--- src/rtl/jk_excitation_driver.sv ---
// Purpose : drives a bank of WIDTH external JK flip-flops to a requested target word,
//           applying J/K excitation for one clock and then reading Q back, retrying on mismatch.
// Latency : accept -> resp_valid is 3 cycles on a clean pass (DRIVE, CHECK, RESP); +2 per retry.
// Backpressure: req_ready is high only in IDLE, so at most one request is in flight;
//           resp_valid is a one-cycle pulse with no response-side stall.
//
// Ports:
//   clk, rst_n            clock (rising edge, shared with the JK bank), async active-low reset
//   req_valid/req_ready   request handshake; target sampled when both are high
//   target[WIDTH]         desired Q word
//   q_fb[WIDTH]           Q outputs of the JK bank
//   j[WIDTH], k[WIDTH]    registered J/K inputs to the bank; 0/0 (hold) outside DRIVE
//   resp_valid            one-cycle completion pulse
//   resp_err              with resp_valid: retries exhausted and readback still mismatches
//   resp_q[WIDTH]         q_fb captured at the final CHECK

module jk_excitation_driver #(
  parameter int WIDTH      = 4,
  parameter bit USE_TOGGLE = 1'b0,
  parameter int MAX_RETRY  = 2
) (
  input  logic             clk,
  input  logic             rst_n,
  input  logic             req_valid,
  output logic             req_ready,
  input  logic [WIDTH-1:0] target,
  input  logic [WIDTH-1:0] q_fb,
  output logic [WIDTH-1:0] j,
  output logic [WIDTH-1:0] k,
  output logic             resp_valid,
  output logic             resp_err,
  output logic [WIDTH-1:0] resp_q
);

  typedef enum logic [1:0] {
    IDLE  = 2'd0,
    DRIVE = 2'd1,
    CHECK = 2'd2,
    RESP  = 2'd3
  } state_t;

  localparam logic [2:0] MAX_R = 3'(MAX_RETRY);

  state_t           state, state_nxt;
  logic [WIDTH-1:0] tgt_r, tgt_nxt;
  logic [2:0]       retry_cnt, retry_nxt;
  logic [WIDTH-1:0] j_nxt, k_nxt;
  logic             resp_valid_nxt, resp_err_nxt;
  logic [WIDTH-1:0] resp_q_nxt;

  // Per-bit excitation: bits already at target get the hold code (0,0); bits
  // that must change get either set/reset or toggle depending on USE_TOGGLE.
  // Returned as {j, k}.
  function automatic logic [2*WIDTH-1:0] excite(input logic [WIDTH-1:0] q,
                                                input logic [WIDTH-1:0] t);
    logic [WIDTH-1:0] diff;
    logic [WIDTH-1:0] jj;
    logic [WIDTH-1:0] kk;
    diff = q ^ t;
    if (USE_TOGGLE) begin
      jj = diff;
      kk = diff;
    end else begin
      jj = diff & t;
      kk = diff & ~t;
    end
    return {jj, kk};
  endfunction

  assign req_ready = (state == IDLE);

  always_comb begin
    state_nxt      = state;
    tgt_nxt        = tgt_r;
    retry_nxt      = retry_cnt;
    j_nxt          = '0;
    k_nxt          = '0;
    resp_valid_nxt = 1'b0;
    resp_err_nxt   = 1'b0;
    resp_q_nxt     = resp_q;

    case (state)
      IDLE: begin
        if (req_valid) begin
          // tgt_r only updates on this edge, so excitation uses target directly.
          tgt_nxt        = target;
          retry_nxt      = '0;
          {j_nxt, k_nxt} = excite(q_fb, target);
          state_nxt      = DRIVE;
        end
      end

      DRIVE: begin
        // j/k return to hold on the edge where the bank consumes them.
        state_nxt = CHECK;
      end

      CHECK: begin
        resp_q_nxt = q_fb;
        if (q_fb == tgt_r) begin
          resp_valid_nxt = 1'b1;
          resp_err_nxt   = 1'b0;
          state_nxt      = RESP;
        end else if (retry_cnt < MAX_R) begin
          // Recompute from the observed Q so partially-applied bits are not
          // toggled back in toggle mode.
          retry_nxt      = retry_cnt + 3'd1;
          {j_nxt, k_nxt} = excite(q_fb, tgt_r);
          state_nxt      = DRIVE;
        end else begin
          resp_valid_nxt = 1'b1;
          resp_err_nxt   = 1'b1;
          state_nxt      = RESP;
        end
      end

      RESP: begin
        state_nxt = IDLE;
      end

      default: begin
        state_nxt = IDLE;
      end
    endcase
  end

  always_ff @(posedge clk or negedge rst_n) begin
    if (!rst_n) begin
      state      <= IDLE;
      tgt_r      <= '0;
      retry_cnt  <= '0;
      j          <= '0;
      k          <= '0;
      resp_valid <= 1'b0;
      resp_err   <= 1'b0;
      resp_q     <= '0;
    end else begin
      state      <= state_nxt;
      tgt_r      <= tgt_nxt;
      retry_cnt  <= retry_nxt;
      j          <= j_nxt;
      k          <= k_nxt;
      resp_valid <= resp_valid_nxt;
      resp_err   <= resp_err_nxt;
      resp_q     <= resp_q_nxt;
    end
  end

endmodule

--- config.mk ---
export PLATFORM = sky130hd
export DESIGN_NAME = jk_excitation_driver
export DESIGN_NICKNAME = d
export VERILOG_FILES = /design/src/rtl/jk_excitation_driver.sv
export SDC_FILE = /design/constraint.sdc
export NUM_CORES = 1
export LEC_CHECK = 0
export BUFFER_PORTS_ARGS = -buffer_cell sky130_fd_sc_hd__buf_2
export CAP_MARGIN = 10
export CORE_AREA = 8 8 82 69
export CTS_BUF_LIST = sky130_fd_sc_hd__clkbuf_16
export DETAILED_ROUTE_END_ITERATION = 8
export DIE_AREA = 0 0 90 77
export GPL_ROUTABILITY_DRIVEN = 0
export HOLD_SLACK_MARGIN = 0.03
export PLACE_DENSITY = 0.45
export RECOVER_POWER = 100
export REMOVE_ABC_BUFFERS = 1
export SLEW_MARGIN = 20
export SYNTH_ARGS = -nofsm -noshare
export SYNTH_HDL_FRONTEND = slang
export SYNTH_SLANG_ARGS = --single-unit
--- constraint.sdc ---
create_clock -name clk -period 2.85 [get_ports clk]
set_input_delay 0 -clock clk [delete_from_list [all_inputs] [get_ports clk]]
set_output_delay 0 -clock clk [all_outputs]
set_load 0.03 [all_outputs]
==> results of run 1 <==
[routing by layer]
metal | track usage | routed length, µm | up-vias
li1 | - | - | 392
met1 | 0.0901 | 1100 | 380
met2 | 0.126 | 1210 | 14
met3 | 0.0302 | 109 | 0
met4 | 0.0199 | 0 | 0
met5 | 0 | 0 | -
[layout make-up]
cell class,count,share of cell area
well taps,60,0.0551
clock buffers,3,0.0551
repair buffers,34,0.138
inverters,14,0.0386
clock inverters,1,0.00551
multi-input cells,52,0.286
flip-flops and latches,23,0.422
[final timing paths]
check                      cells after the start                        to             startpoint  slack [ns]
max in group asynchronous                      2      state[0]$_DFFE_PN0P_                  rst_n        1.59
hold reg to reg                                2     resp_q[1]$_DFFE_PN0P_  resp_q[1]$_DFFE_PN0P_        0.49
min in group asynchronous                      2            k[0]$_DFF_PN0_                  rst_n        0.52
setup / recovery                               7  retry_cnt[2]$_DFFE_PN0P_                q_fb[0]        0.74
setup reg to reg                               4  retry_cnt[2]$_DFFE_PN0P_   tgt_r[2]$_DFFE_PN0P_        0.84
hold / removal                                 2            k[3]$_DFF_PN0_                q_fb[3]        0.04
[worst max-delay path, cell delays in order]
cell	delay, ns
dlygate4sd3_1	0.52
clkbuf_1	0.14
inv_1	0.09
ha_1	0.32
and4_1	0.22
nor4_2	0.73
a22o_1	0.28
[cell usage in the layout, fill, tap and decap left out, drive strengths merged]
| master | instances |
|---|---|
| dlygate4sd3 | 8 |
| nand4 | 1 |
| nor3b | 1 |
| nor4 | 1 |
| a22o | 1 |
| a41oi | 1 |
| nand2b | 2 |
| o21ai | 9 |
| nor2 | 4 |
| clkinvlp | 1 |
| clkbuf | 21 |
| a32o | 8 |
| and4 | 1 |
| nand4b | 1 |
| buf | 8 |
| dfrtp | 23 |
| o221ai | 1 |
| ha | 9 |
| o21ba | 1 |
| inv | 14 |
| nand2 | 9 |
| nor3 | 2 |
[registers in the layout, indices dropped and copies added (netlist names)]
| register | count |
|---|---|
| j | 4 |
| k | 4 |
| resp_q | 4 |
| tgt_r | 4 |
| retry_cnt | 3 |
| state | 2 |
| resp_err | 1 |
| resp_valid | 1 |
[power breakdown]
part	leakage, nW	switching (mW)	internal (mW)
Sequential	0.299	0.0780	0.444
Clock	0.0371	0.115	0.190
Combinational	0.302	0.368	0.165
[stage by stage]
step	utilization	cells	power (mW)	worst slack [ns]	instance area, µm²
floorplan	-	89	0.909	1.41	1030
global placement	0.281	175	1.08	1.15	1240
detailed placement	0.281	175	1.10	1.11	1240
CTS	0.318	187	1.42	1.02	1400
global route	0.309	187	1.47	0.551	1360
finish	0.309	187	1.36	0.740	1360
[kinds of logic (layout without fill, tap and decap cells)]
| family | after synthesis | after routing | share of synthesized area |
|---|---|---|---|
| simple gates | 22 | 22 | 0.123 |
| compound gates | 21 | 21 | 0.154 |
| fa+ha+maj | 9 | 9 | 0.108 |
| buf+inv | 16 | 52 | 0.0646 |
| flops | 23 | 23 | 0.550 |
==> summary.md, run 1 <==
| Metric | Value |
|---|---|
| Top post-synthesis cells by area | `dfrtp_1 (55%), ha_1 (11%), a32o_1 (7.7%)` |
| Power per cell area | `998 nW/µm²` |
| Detail Route Antenna Nets | `0` |
| Setup crit end kind | `flop` |
| Layout Skew | `0.00452 ns` |
| Final max-slew violation count | `0` |
| Worst EP arrival | `about 2.3 ns` |
| Final setup fails | `0` |
| Most frequent cells after synthesis | `dfrtp_1 (23), inv_1 (13), ha_1 (9), nand2_1 (9), a32o_1 (8)` |
| Achievable frequency | `474 MHz` |
| Root Driver | `clkbuf_16` |
| Reg clk slew, reported paths | `0.06 ns` |
| Post-synthesis register bit count | `23` |
| GR Util All Layers | `0.0762` |
| Crit-path max FO | `9` |
| Initial DRC count | `25` |
| Initial Util | `0.237` |
| Area Overhead vs Synth | `30.3%` |
| Sequential-to-total area share from yosys stat | `0.550` |
| Tcrit/Tclk final | `0.740` |
| First drt pass iteration count | `2` |
| RSZ-0062 raised after global routing | `no` |
| Max_cap viols | `0` |
| GR Overflow Total | `0` |
| Worst ir drop on vdd | `0.349 mV` |
| DRC | `0` |
| Count leader, synth | `dfrtp_1` |
| Post-synth top flop | `dfrtp_1` |
| Post-CTS Setup Bufs | `0` |
| Worst Path Class, Setup | `in -> reg` |
| Initial antenna violation count | `0` |
| Ys Warns | `0` |
| # nets final | `148` |
| Status | `completed` |
| Synth top area share | `0.550` |
| Clk sink count | `23` |
| Vias post-DR | `786` |
| Post-DP HPWL | `1750 µm` |
| Mapped Cells | `between 90 and 100` |
| Number of global-route vias before repair | `901` |
| FFs w/ async S/R, synth | `1.00` |
| Hold Crit Class | `in -> reg` |
| Core area | `4400 µm²` |
| Via-per-instance ratio | `about 4.2` |
| Post-route setup TNS | `0 ns` |
| Hold_buf cts | `8` |
| Worst Hold Slack | `0.0413 ns` |
| Total Wirelength | `2410 µm` |
| Slew HR | `0.176` |
| EDFF count, synth | `0` |
| Largest net degree at the start of global routing | `24` |
| Tmin final | `between 2 and 2.5 ns` |
| Number of fill cells | `489` |
| Worst EP required | `3.04 ns` |
| CTS tree | `yes` |
| Clk_lat worst skew | `about 0.26 ns` |
| Wire per inst | `12.9 µm` |
| I/O Buffers | `25` |
| Site Rows | `22` |
| Antenna Cells | `0` |
| First-pass GRT wire length | `4350 µm` |
| Synthesized area | `around 1000 µm²` |
| Cts bufs inserted | `3` |
| H-tree depth | `1` |
| Multi-input gate area | `around 390 µm²` |
| Register Area | `576 µm²` |
| Hold Fails Final Rpt | `0` |
| P_leak | `about 0.64 nW` |
| Die Span X | `roughly 90 µm` |
| Die area | `6930 µm²` |
| Post-CTS sizing | `0` |
| Synth area leader | `dfrtp_1` |
| CTS Buffer Depth | `2` |
| Die Span Y | `77 µm` |
| Least-Margin Pin Slew | `1.24 ns` |
| Crit path launch type | `primary input` |
| I/O pin total | `26` |
| Synthesized area per cell | `11.5 µm²` |
| Synth cell types | `22` |
| Layout cells sized above 1 | `0.110` |
(Power assumes the default switching activity.)
==> run 2: changes to the inputs <==
--- a/config.mk
+++ b/config.mk
@@ -13,7 +13,7 @@
 export DIE_AREA = 0 0 90 77
 export GPL_ROUTABILITY_DRIVEN = 0
 export HOLD_SLACK_MARGIN = 0.03
-export PLACE_DENSITY = 0.45
+export PLACE_DENSITY = 0.46
 export RECOVER_POWER = 100
 export REMOVE_ABC_BUFFERS = 1
 export SLEW_MARGIN = 20
==> constraint.sdc (replaced) <==
create_clock -name clk -period 1.8 [get_ports clk]
set_input_delay 0 -clock clk [delete_from_list [all_inputs] [get_ports clk]]
set_output_delay 0 -clock clk [all_outputs]
set_load 0.03 [all_outputs]
==> run 2 against run 1 <==
  * Clock skew fell by 0.0036 ns
  * Largest cell class unchanged
  * Sequential power rose by 58%
  * Final cell count rose by 1.1%
  * Critical path type is now reg -> reg
  * Die area did not move
  * Design area rose by 1.0%
  * Via count fell by 1.7%
  * Highest routed layer is now met4
  * Setup slack got worse by 0.53 ns
==> summary.md, run 2 (same netlist as run 1, synthesis figures left out) <==
| Metric | Value |
|---|---|
| GR Util All Layers | `0.0722` |
| Max_cap viols | `0` |
| FF-to-FF End | `j[1]$_DFF_PN0_` |
| Post-DP HPWL | `1690 µm` |
| Commonest non-fill, non-tap cells in the layout | `dfrtp_1 (23), clkbuf_1 (17), inv_1 (14)` |
| Slew HR | `0.135` |
| Die area | `6930 µm²` |
| Initial DRC count | `20` |
| Worst path max stage delay | `0.38 ns` |
| P_leak | `0.661 nW` |
| Post-CTS sizing | `0` |
| Die Span X | `approximately 90 µm` |
| Clk_lat worst skew | `0.25 ns` |
| Cts bufs inserted | `3` |
| Final core occ | `0.313` |
| I/O pin total | `26` |
| Status | `completed` |
| Achievable frequency | `628 MHz` |
| Number of global-route vias before repair | `789` |
| Worst EP arrival | `1.78 ns` |
| Largest net degree at the start of global routing | `24` |
| Worst ir drop on vdd | `between 0.5 and 0.6 mV` |
| Clk sink count | `23` |
| Site Rows | `22` |
| Crit-path max FO | `4` |
| Hold Crit Class | `in -> reg` |
| Register Area | `576 µm²` |
| Hold Fails Final Rpt | `0` |
| R2R Setup Slk | `0.21 ns` |
| CP max-delay cell | `dfrtp_1` |
| First drt pass iteration count | `4` |
| First-pass GRT wire length | `4010 µm` |
| Core area | `4400 µm²` |
| GR Overflow Total | `0` |
| Reg clk slew, reported paths | `0.06 ns` |
| Via-per-instance ratio | `4.09` |
| Post-route setup TNS | `0 ns` |
| Reg2Reg Depth | `5` |
| Tmin final | `1.59 ns` |
| # nets final | `150` |
| CTS Buffer Depth | `2` |
| Bufs and invs on worst path | `1` |
| Vias post-DR | `773` |
| Hold Crit Start | `q_fb[1]` |
| Root Driver | `clkbuf_16` |
| Detail Route Antenna Nets | `0` |
| Final max-slew violation count | `0` |
| Worst Path Class, Setup | `reg -> reg` |
| Worst EP required | `~2 ns` |
| Multi-input gate area | `398 µm²` |
| Power per cell area | `around 1600 nW/µm²` |
| Number of fill cells | `472` |
| Final std cells w/o fill | `189` |
| Top Family by Delay on Critical Path | `simple AND/OR/NAND/NOR gates` |
| Die Span Y | `77 µm` |
| I/O Buffers | `25` |
| CTS tree | `yes` |
| Crit path launch type | `flop` |
| Layout Skew | `0.000919 ns` |
| Area Overhead vs Synth | `31.6%` |
| Worst Hold Depth | `2` |
| R2r startpoint | `tgt_r[3]$_DFFE_PN0P_` |
| Initial Util | `0.237` |
| Inst Count DP | `approximately 180` |
| Setup crit end kind | `flop` |
| Final setup fails | `0` |
| Critical Path, Cell by Cell | `ha_1 > and4_1 > nor4_4 > buf_4 > a32o_1` |
| H-tree depth | `1` |
| Total Wirelength | `2380 µm` |
| Wire per inst | `12.6 µm` |
| Antenna Cells | `0` |
| Initial antenna violation count | `0` |
| Commonest non-fill, non-tap cell in the layout | `dfrtp_1` |
| RSZ-0062 raised after global routing | `no` |
| DRC | `0` |
| Tcrit/Tclk final | `0.884` |
| Least-Margin Pin Slew | `1.30 ns` |
| Hold worst-path end | `k[1]$_DFF_PN0_` |
| Layout cells sized above 1 | `0.140` |
## run 2: report_power, final
part	internal (mW)	switching (mW)	leakage (nW)	total, mW
logic	0.299	0.606	0.319	0.905
clock network	0.296	0.180	0.0423	0.477
registers	0.703	0.123	0.299	0.826
## run 2: how the worst max path moves through the flow
| stage | start | end | slack [ns] | cells after the start |
|---|---|---|---|---|
| after global routing | tgt_r[3]$_DFFE_PN0P_ | k[3]$_DFF_PN0_ | 0.15 | 5 |
| after floorplan | tgt_r[3]$_DFFE_PN0P_ | retry_cnt[2]$_DFFE_PN0P_ | 0.36 | 4 |
| after detailed placement | tgt_r[3]$_DFFE_PN0P_ | retry_cnt[2]$_DFFE_PN0P_ | 0.12 | 4 |
| after CTS | tgt_r[3]$_DFFE_PN0P_ | retry_cnt[2]$_DFFE_PN0P_ | 0.11 | 4 |
| after global placement | tgt_r[0]$_DFFE_PN0P_ | retry_cnt[2]$_DFFE_PN0P_ | 0.17 | 4 |
| final | tgt_r[3]$_DFFE_PN0P_ | j[1]$_DFF_PN0_ | 0.21 | 5 |
## run 2: final cells by class
cell class | count | share of cell area
Multi-Input combinational cell | 52 | 0.289
Inverter | 14 | 0.0382
Timing Repair Buffer | 36 | 0.143
Clock buffer | 3 | 0.0545
Clock inverter | 1 | 0.00273
Tap cell | 60 | 0.0545
Sequential cell | 23 | 0.418
## run 2: what timing repair did
item,in CTS,in global routing
buffers inserted,0,3
endpoints found under the hold margin,29,0
setup endpoints to repair,0,1
hold buffers,6,0
## run 2: layer usage
metal	track usage	vias up	routed length, µm
met2	0.103	23	974
met1	0.0966	356	1250
li1	-	390	-
met5	0	-	0
met4	0.0249	0	26
met3	0.0272	4	123
## run 2: metrics by stage
stage | setup slack, ns | hold WS, ns | instance area [µm²] | power [mW]
2_1_floorplan | 0.365 | -0.296 | 1030 | 1.44
3_3_place_gp | 0.165 | 0.0115 | 1250 | 1.74
3_5_place_dp | 0.116 | 0.0193 | 1250 | 1.75
4_1_cts | 0.110 | 0.0314 | 1390 | 2.24
5_1_grt | 0.147 | 0.0505 | 1380 | 2.37
6_report | 0.208 | 0.0334 | 1380 | 2.21
